## src/rtl/fetch_sequencer.sv

```systemverilog
// fetch_sequencer
//   Owns the fetch PC for the LEGv8 core, drives the combinational IMEM
//   address, and buffers fetched words in a small FIFO. Decode reads the FIFO
//   through a valid/ready handshake. Branch redirects flush the FIFO and reload
//   the PC. A sticky fault is raised on misaligned or out-of-range fetches.
//
// Ports
//   clk_i          clock, rising edge
//   rst_i          asynchronous active-high reset
//   enable_i       run request; 0 stops new fetches, queue contents kept
//   redirect_i     branch taken / jump: load redirect_pc_i, flush queue
//   redirect_pc_i  new fetch byte address
//   imem_address_o IMEM address (copy of the fetch PC)
//   imem_data_i    IMEM read data for imem_address_o, same cycle
//   inst_valid_o   queue head valid
//   inst_ready_i   decode accepts the head
//   inst_o         queue head instruction
//   inst_pc_o      byte address of the queue head
//   fetch_pc_o     next address to fetch
//   fault_o        sticky fetch fault
//   count_o        occupied queue entries
module fetch_sequencer #(
   parameter int unsigned  QDEPTH     = 2,
   parameter logic [63:0]  RESET_PC   = 64'h0,
   parameter logic [63:0]  IMEM_LIMIT = 64'h038,
   localparam int unsigned CNT_W      = $clog2(QDEPTH + 1),
   localparam int unsigned PTR_W      = $clog2(QDEPTH)
) (
   input  logic             clk_i,
   input  logic             rst_i,
   input  logic             enable_i,
   input  logic             redirect_i,
   input  logic [63:0]      redirect_pc_i,
   output logic [63:0]      imem_address_o,
   input  logic [31:0]      imem_data_i,
   output logic             inst_valid_o,
   input  logic             inst_ready_i,
   output logic [31:0]      inst_o,
   output logic [63:0]      inst_pc_o,
   output logic [63:0]      fetch_pc_o,
   output logic             fault_o,
   output logic [CNT_W-1:0] count_o
);

   localparam logic [1:0] ST_IDLE  = 2'd0;
   localparam logic [1:0] ST_FETCH = 2'd1;
   localparam logic [1:0] ST_HALT  = 2'd2;

   logic [1:0]       state_q, state_d;
   logic [63:0]      fetch_pc_q, fetch_pc_d;
   logic             fault_q, fault_d;
   logic [CNT_W-1:0] count_q;
   logic [PTR_W-1:0] head_q, tail_q;
   logic [63:0]      pc_mem_q   [QDEPTH];
   logic [31:0]      inst_mem_q [QDEPTH];

   logic fetch_legal, redirect_aligned, redirect_legal;
   logic push, pop, flush;

   assign fetch_legal      = (fetch_pc_q[1:0] == 2'b00) && (fetch_pc_q < IMEM_LIMIT);
   assign redirect_aligned = (redirect_pc_i[1:0] == 2'b00);
   assign redirect_legal   = redirect_aligned && (redirect_pc_i < IMEM_LIMIT);

   assign pop   = inst_valid_o && inst_ready_i;
   assign flush = redirect_i;
   // A full queue can still accept a push when the head leaves in the same cycle.
   assign push  = (state_q == ST_FETCH) && enable_i && !redirect_i && fetch_legal &&
                  ((count_q < CNT_W'(QDEPTH)) || pop);

   always_comb begin
      state_d    = state_q;
      fetch_pc_d = fetch_pc_q;
      fault_d    = fault_q;
      if (redirect_i) begin
         fetch_pc_d = redirect_pc_i;
         if (!redirect_aligned) begin
            fault_d = 1'b1;
            state_d = ST_HALT;
         end else if (state_q == ST_HALT) begin
            // Only a fully legal target releases the fault; otherwise stay halted.
            if (redirect_legal) begin
               fault_d = 1'b0;
               state_d = ST_FETCH;
            end
         end else if ((state_q == ST_FETCH) && !enable_i) begin
            state_d = ST_IDLE;
         end
      end else begin
         case (state_q)
            ST_IDLE: begin
               if (enable_i) state_d = ST_FETCH;
            end
            ST_FETCH: begin
               if (!enable_i) begin
                  state_d = ST_IDLE;
               end else if (!fetch_legal) begin
                  fault_d = 1'b1;
                  state_d = ST_HALT;
               end else if (push) begin
                  fetch_pc_d = fetch_pc_q + 64'd4;
               end
            end
            ST_HALT: ;
            default: state_d = ST_IDLE;
         endcase
      end
   end

   always_ff @(posedge clk_i or posedge rst_i) begin
      if (rst_i) begin
         state_q    <= ST_IDLE;
         fetch_pc_q <= RESET_PC;
         fault_q    <= 1'b0;
      end else begin
         state_q    <= state_d;
         fetch_pc_q <= fetch_pc_d;
         fault_q    <= fault_d;
      end
   end

   // Queue storage and pointers. Pointer width is log2(QDEPTH), so natural
   // binary wrap gives the modulo-QDEPTH behaviour.
   always_ff @(posedge clk_i or posedge rst_i) begin
      if (rst_i) begin
         head_q  <= '0;
         tail_q  <= '0;
         count_q <= '0;
         for (int i = 0; i < QDEPTH; i++) begin
            pc_mem_q[i]   <= '0;
            inst_mem_q[i] <= '0;
         end
      end else if (flush) begin
         head_q  <= '0;
         tail_q  <= '0;
         count_q <= '0;
      end else begin
         if (push) begin
            pc_mem_q[tail_q]   <= fetch_pc_q;
            inst_mem_q[tail_q] <= imem_data_i;
            tail_q             <= tail_q + PTR_W'(1);
         end
         if (pop) begin
            head_q <= head_q + PTR_W'(1);
         end
         case ({push, pop})
            2'b10:   count_q <= count_q + CNT_W'(1);
            2'b01:   count_q <= count_q - CNT_W'(1);
            default: count_q <= count_q;
         endcase
      end
   end

   assign imem_address_o = fetch_pc_q;
   assign fetch_pc_o     = fetch_pc_q;
   assign fault_o        = fault_q;
   assign count_o        = count_q;
   assign inst_valid_o   = (count_q != '0);
   assign inst_o         = inst_mem_q[head_q];
   assign inst_pc_o      = pc_mem_q[head_q];

endmodule

```

## config.mk

```make
export PLATFORM = sky130hd
export DESIGN_NAME = fetch_sequencer
export DESIGN_NICKNAME = d
export VERILOG_FILES = /design/src/rtl/fetch_sequencer.sv
export SDC_FILE = /design/constraint.sdc
export NUM_CORES = 1
export LEC_CHECK = 0
export ABC_CLOCK_PERIOD_IN_PS = 12300
export BUFFER_PORTS_ARGS = -buffer_cell sky130_fd_sc_hd__buf_2
export CORE_MARGIN = 4
export CORE_UTILIZATION = 36
export DETAILED_ROUTE_END_ITERATION = 10
export PLACE_DENSITY = 0.69
export SYNTH_ARGS = -nofsm -noshare
export SYNTH_HDL_FRONTEND = slang
export SYNTH_SLANG_ARGS = --single-unit
```

## constraint.sdc

```tcl
create_clock -name clk_i -period 12.3 [get_ports clk_i]
set_input_delay 1.23 -clock clk_i [delete_from_list [all_inputs] [get_ports clk_i]]
set_output_delay 1.23 -clock clk_i [all_outputs]
set_load 0.02 [all_outputs]
```

==> impl_metrics.py, run 1 <==
metrics = {
    "logic_synthesis": {
        "synth.distinct_cells": 42,
        "synthXorXnorAreaFrac": 0.000766,
        "synthSimpleGateAreaFrac": 0.107,
        "synth.top_cell.area_share": 0.576,
        "avgSynthCellArea_um2": 13.8,
        "synth-compound-area-share": 0.0167,
        "synth_top_area_cell": "dfrtp_1",
        "synth_fa_ha_area_frac": 0.00109,
        "netlist_area_um2": 11400,
        "synthMuxAreaShare": 0.235,
        "synth_area_leaders": "dfrtp_1 (58%), mux2_2 (19%), mux2_4 (4.7%)",
        "mappedNetlistNets": 932,
        "synth_top_family_by_area": "multiplexers",
        "yosysWarningCount": 0,
        "synth-seq-cells": 263,
        "synthCells": 830,
        "yosysSeqAreaShare": 0.576,
    },
    "job": {
        "drv_cap": 0,
    },
    "run_status": {
        "status": "completed",
    },
    "clock_tree": {
        "h-tree-depth": 1,
        "clkTransAtPathRegs_ns": 0.06,
        "cts_setup_buffers": 0,
        "cts_tree": "yes",
        "root_buffer": "clkbuf_16",
        "cts_buffers": 29,
        "cts-resized-gates": 0,
        "hold_buffers": 0,
        "cts.sinks": 263,
        "clockBufferDepth": 3,
        "clk_latency_ns": 0.54,
    },
    "power": {
        "swShare": 0.244,
        "power.total_w": 0.00199,
        "p_comb_frac": 0.087,
        "p_per_area_nw_per_um2": 143,
        "power_leakage_nw": 7.38,
        "intPower_w": 0.00151,
        "share_seq_of_total_power": 0.460,
        "vdd_ir_drop_max_uv": 109,
        "p_clk_frac": 0.453,
        "p_sw_w": 0.000486,
    },
    "sta": {
        "min_period_over_period": 0.322,
        "drv_slew": 0,
        "setup_viol": 0,
        "fmaxAchievable_mhz": 252,
        "worst_slew_pin_slew_ns": 1.06,
        "rsz0062_at_grt": "no",
        "hold_violations": 0,
        "setup_tns_ns": 0,
        "relSlewSlack": 0.290,
        "post-route-min-period_ns": 3.97,
        "skew_ns": 0.0168,
    },
    "detailed_routing": {
        "routed_wl_um": 28200,
        "final_antenna_net_count": 0,
        "via_count": 7313,
        "drt_pass1_iterations": 4,
        "viasPerCell": 4.85,
        "drc": 0,
        "wl_per_cell_um": 18.7,
        "drt_iter0_markers": 314,
    },
    "global_route": {
        "use_met2": 0.253,
        "top_usage_layer": "met2",
        "track_usage": 0.156,
        "overflow": 0,
        "grt_max_degree": 137,
        "grt_use_met1": 0.215,
        "first_global_vias": 7488,
        "antenna_found_initial": 1,
        "grt_pass1_wl_um": 43200,
        "met3_usage": 0.0356,
    },
    "setup_path": {
        "crit-reg2reg-launch": "fetch_pc_o[20]$_DFFE_PP0P_",
        "crit_buf_inv": 2,
        "crit_required_ns": 11.07,
        "r2r_slack_ns": 8.73,
        "crit_slowest_cell": "buf_4",
        "cp-startpoint": "head_q$_DFFE_PP0P_",
        "max_stage_delay_ns": 0.78,
        "cp_top_family": "buffers and inverters",
        "timing.rr.end": "pc_mem_q[69]$_DFFE_PP0P_",
        "crit_fanout": 67,
        "crit_path_end_kind": "output port",
        "crit_chain": "buf_4, mux2_2, buf_2",
        "critPathKind": "flip-flop to output port",
        "arrival_ns": 2.74,
        "start_kind": "flip-flop",
        "reg2reg_depth": 6,
    },
    "place": {
        "dpl.cell_count": 1454,
        "dp_hpwl_um": 19200,
        "io_buffers": 328,
        "gp_congestion": 0.882,
    },
    "worst_hold_path": {
        "hold_path_startpoint": "pc_mem_q[107]$_DFFE_PP0P_",
        "hold_path_end": "pc_mem_q[107]$_DFFE_PP0P_",
        "worstHoldPathCells": 1,
        "hp-class": "flip-flop to flip-flop",
    },
    "die": {
        "dieArea_um2": 34700,
        "row_count": 64,
        "die_x_um": 186,
        "io_pins": 329,
        "core_region_area_um2": 31000,
        "die_h_um": 186,
        "start_util": 0.369,
    },
    "finish": {
        "nFillCells": 2817,
        "final_nets": 1191,
        "stdcell_count": 1507,
        "drive_above_1_share": 0.556,
        "area_growth_pct": 21.9,
    },
}
## worst register-to-register path, delay by kind of cell (launching register included)
kind	cells	cell delay, ns
AND/OR/NAND/NOR	4	2.05
buffers and inverters	1	0.46
multiplexers	1	0.51
flip-flops	1	0.44
## through the flow
| stage | hold slack (ns) | cell area [um2] | worst slack [ns] | utilization |
|---|---|---|---|---|
| final | 0.480 | 13900 | 8.33 | 0.450 |
| after global routing | 0.494 | 13900 | 8.19 | 0.450 |
| after CTS | 0.484 | 13900 | 8.29 | 0.450 |
| after detailed placement | 0.467 | 12900 | 8.35 | 0.417 |
| after global placement | 0.465 | 12900 | 8.34 | 0.417 |
| after floorplan | 0.449 | 11400 | 3.83 | - |
## worst max path at each step
stage,to,slack [ns],depth (start not counted)
final,inst_o[22],8.33,3
after detailed placement,inst_mem_q[25]$_DFFE_PP0P_,8.35,6
after floorplan,count_o[0]$_DFFE_PP0P_,3.83,1
after CTS,inst_o[22],8.29,3
after global placement,inst_mem_q[11]$_DFFE_PP0P_,8.34,6
after global routing,inst_o[22],8.19,3
## flip-flops by register name, indices dropped and copies added (netlist names)
signal and cells:
count_o 2, fault_o 1, fetch_pc_o 64, head_q 1, inst_mem_q 64, pc_mem_q 128, state_q 2, tail_q 1
## cell type report
class                           count  area (um2)  share of cell area
Antenna cell                        1        2.50            0.000180
Clock buffer                       43         888              0.0637
Clock inverter                      9         129             0.00925
Inverter                            3        18.8             0.00135
Multi-Input combinational cell    457        4120               0.296
Sequential cell                   263        6590               0.472
Tap cell                          396         495              0.0356
Timing Repair Buffer              335        1690               0.122
## cells by family (layout without fill, tap and decap cells)
family | after synthesis | after routing
compound gates | 26 | 26
xor+xnor | 1 | 1
fa+ha+maj | 1 | 1
buf+inv | 110 | 390
flops | 263 | 263
mux | 227 | 227
other cells | 0 | 1
simple gates | 202 | 202
## layer usage
layer	wire length (um)	vias to the layer above
li1	-	3349
met2	13200	262
met1	12300	3661
met3	2000	41
met4	672	0
met5	0	-
## synthesized netlist by cell type, drive strengths merged
cell type and instances:
nand2b 2, o211a 1, or3 4, a2bb2oi 3, inv 2, ha 1
a211oi 1, a21oi 6, and4 2, a31oi 2, buf 83, nand4 7
nor4 30, clkinv 1, mux2 227, and3 3, a221o 1, a21o 1
o31ai 2, a41oi 1, clkbuf 24, and2 60, or4 2, nand3 6
a211o 1, dfrtp 263, nor2 10, o2111ai 1, o2111a 1, o21ai 1
or2 2, o211ai 3, o21a 1, nand2 8, nor3 4, xor2 1
nor2b 62
## power groups by stage
| stage | Clock [W] | Combinational, W | Sequential (W) |
|---|---|---|---|
| finish | 0.000903 | 0.000174 | 0.000916 |
| global route | 0.000967 | 0.000185 | 0.000919 |
| CTS | 0.000930 | 0.000176 | 0.000916 |
| detailed placement | 0 | 0.000176 | 0.000931 |
| global placement | 0 | 0.000175 | 0.000931 |
| floorplan | 0 | 0.000102 | 0.000947 |
## cell usage in the layout (no fill, tap or decap), drive strengths merged, types with 3 or more instances in the layout
cell / count
a2bb2oi: 3
o211ai: 3
a21oi: 6
and2: 60
buf: 335
mux2: 227
nand2: 8
nor4: 30
nor2b: 62
nand3: 6
bufinv: 3
nor3: 4
clkbuf: 43
dfrtp: 263
nand4: 7
or3: 4
nor2: 10
clkinv: 5
and3: 3
(Power assumes the default switching activity.)
==> inputs of run 2 (changes only) <==
Settings changed: ABC_CLOCK_PERIOD_IN_PS 12300 to 4100.
Clock period 12.3 ns to 4.1 ns, I/O delays scaled along.
==> run 2 against run 1 <==
Clock power rose to 2.7 times the previous value. Count of clock-buffer cells in the layout unchanged. Die area unchanged. Total power rose to 2.9 times the previous value. Wire length up 1.8%. Largest cell class unchanged. Largest power group unchanged. Highest routed layer unchanged.
==> impl_metrics.py, run 2 (synthesis results as in run 1) <==
metrics = {
    "clock_tree": {
        "clockBufferDepth": 3,
        "cts-resized-gates": 0,
        "cts_tree": "yes",
        "clk_latency_ns": 0.53,
        "cts_buffers": 28,
        "h-tree-depth": 1,
        "root_buffer": "clkbuf_16",
        "cts.sinks": 263,
        "hold_buffers": 0,
        "cts_setup_buffers": 0,
        "clkTransAtPathRegs_ns": 0.06,
    },
    "sta": {
        "whs_ns": 0.0870,
        "hold_violations": 0,
        "min_period_over_period": 0.776,
        "rsz0062_at_grt": "no",
        "relSlewSlack": 0.325,
        "fmaxAchievable_mhz": 314,
        "setup_viol": 0,
        "skew_ns": 0.0149,
        "worst_slew_pin_slew_ns": 1.01,
        "post-route-min-period_ns": 3.18,
        "setup_tns_ns": 0,
        "layout_setup_ws_ns": 0.917,
        "drv_slew": 0,
    },
    "finish": {
        "nFillCells": 2834,
        "final_common_cell": "buf_2",
        "largest-register": "pc_mem_q",
        "diodes": 0,
        "area_growth_pct": 21.8,
        "drive_above_1_share": 0.553,
        "largest_reg_flops": 128,
        "multi_input_comb_area_um2": 4120,
        "stdcell_area_um2": 13900,
        "final_cell_mix": "buf_2 (328), dfrtp_1 (262), mux2_2 (191), nor2b_1 (62), and2_1 (60)",
        "seqCellArea_um2": 6590,
        "final_nets": 1194,
    },
    "global_route": {
        "overflow": 0,
        "grt_use_met1": 0.212,
        "first_global_vias": 7764,
        "track_usage": 0.161,
        "met3_usage": 0.0358,
        "grt_pass1_wl_um": 44500,
        "antenna_found_initial": 0,
        "use_met2": 0.266,
        "grt_max_degree": 98,
        "top_usage_layer": "met2",
    },
    "setup_path": {
        "critPathKind": "flip-flop to flip-flop",
        "arrival_ns": 3.59,
        "start_kind": "flip-flop",
        "crit_fanout": 96,
        "crit_required_ns": 4.51,
        "crit_path_end_kind": "flip-flop",
    },
    "detailed_routing": {
        "via_count": 7325,
        "drc": 0,
        "drt_iter0_markers": 235,
        "wl_per_cell_um": 19.0,
        "routed_wl_um": 28700,
        "final_antenna_net_count": 0,
        "viasPerCell": 4.85,
        "drt_pass1_iterations": 4,
    },
    "die": {
        "row_count": 64,
        "io_pins": 329,
        "die_x_um": 186,
        "core_region_area_um2": 31000,
        "start_util": 0.369,
        "dieArea_um2": 34700,
        "die_h_um": 186,
    },
    "place": {
        "io_buffers": 328,
        "dp_hpwl_um": 19900,
        "gp_congestion": 0.931,
        "post-place-ws_ns": 1.01,
        "dpl_cell_area_um2": 13000,
    },
    "worst_hold_path": {
        "hp-class": "primary input to async pin",
    },
    "power": {
        "power_leakage_nw": 7.36,
        "vdd_ir_drop_max_uv": 289,
        "p_per_area_nw_per_um2": 412,
        "power.total_w": 0.00574,
    },
    "run_status": {
        "status": "completed",
    },
    "job": {
        "drv_cap": 0,
    },
}
-- run 2: power breakdown --
| part | switching [W] | internal (W) |
|---|---|---|
| logic | 0.000342 | 0.000188 |
| clock network | 0.00100 | 0.00146 |
| registers | 0.0000876 | 0.00266 |
| total | 0.00143 | 0.00431 |
-- run 2: area by class of cell --
type                            count  share of cell area
Timing Repair Buffer              339               0.129
Sequential cell                   263               0.473
Multi-Input combinational cell    457               0.296
Inverter                            3             0.00108
Clock buffer                       43              0.0602
Tap cell                          396              0.0356
Clock inverter                      8             0.00503
-- run 2: path summary, 6_finish.rpt --
path	slack [ns]	to	cells past startpoint	start
setup / recovery	0.92	inst_mem_q[37]$_DFFE_PP0P_	6	fetch_pc_o[37]$_DFFE_PP0P_
min in group clk_i	0.12	inst_mem_q[50]$_DFFE_PP0P_	2	imem_data_i[18]
max in group asynchronous	2.95	pc_mem_q[62]$_DFFE_PP0P_	3	rst_i
hold reg to reg	0.48	pc_mem_q[65]$_DFFE_PP0P_	1	pc_mem_q[65]$_DFFE_PP0P_
hold / removal	0.09	inst_mem_q[20]$_DFFE_PP0P_	2	rst_i
setup reg to reg	0.92	inst_mem_q[37]$_DFFE_PP0P_	6	fetch_pc_o[37]$_DFFE_PP0P_
-- run 2: metrics by stage --
| stage | std cells | util |
|---|---|---|
| 3_5_place_dp | 1458 | 0.420 |
| 5_1_grt | 1509 | 0.449 |
| 2_1_floorplan | 830 | - |
| 6_report | 1509 | 0.449 |
| 4_1_cts | 1509 | 0.449 |
| 3_3_place_gp | 1458 | 0.420 |
-- run 2: metal layers --
| layer | up-vias | part of all wire |
|---|---|---|
| li1 | 3361 | - |
| met1 | 3656 | 0.42 |
| met2 | 262 | 0.48 |
| met3 | 46 | 0.068 |
| met4 | 0 | 0.031 |
| met5 | - | 0 |
-- run 2: worst max-delay path: stages, from the launching register on --
cell	delay, ns
dfrtp_1	0.41
nor4_1	0.65
nand4_1	0.28
or3_1	0.48
or4_4	0.46
buf_12	0.24
mux2_4	0.39
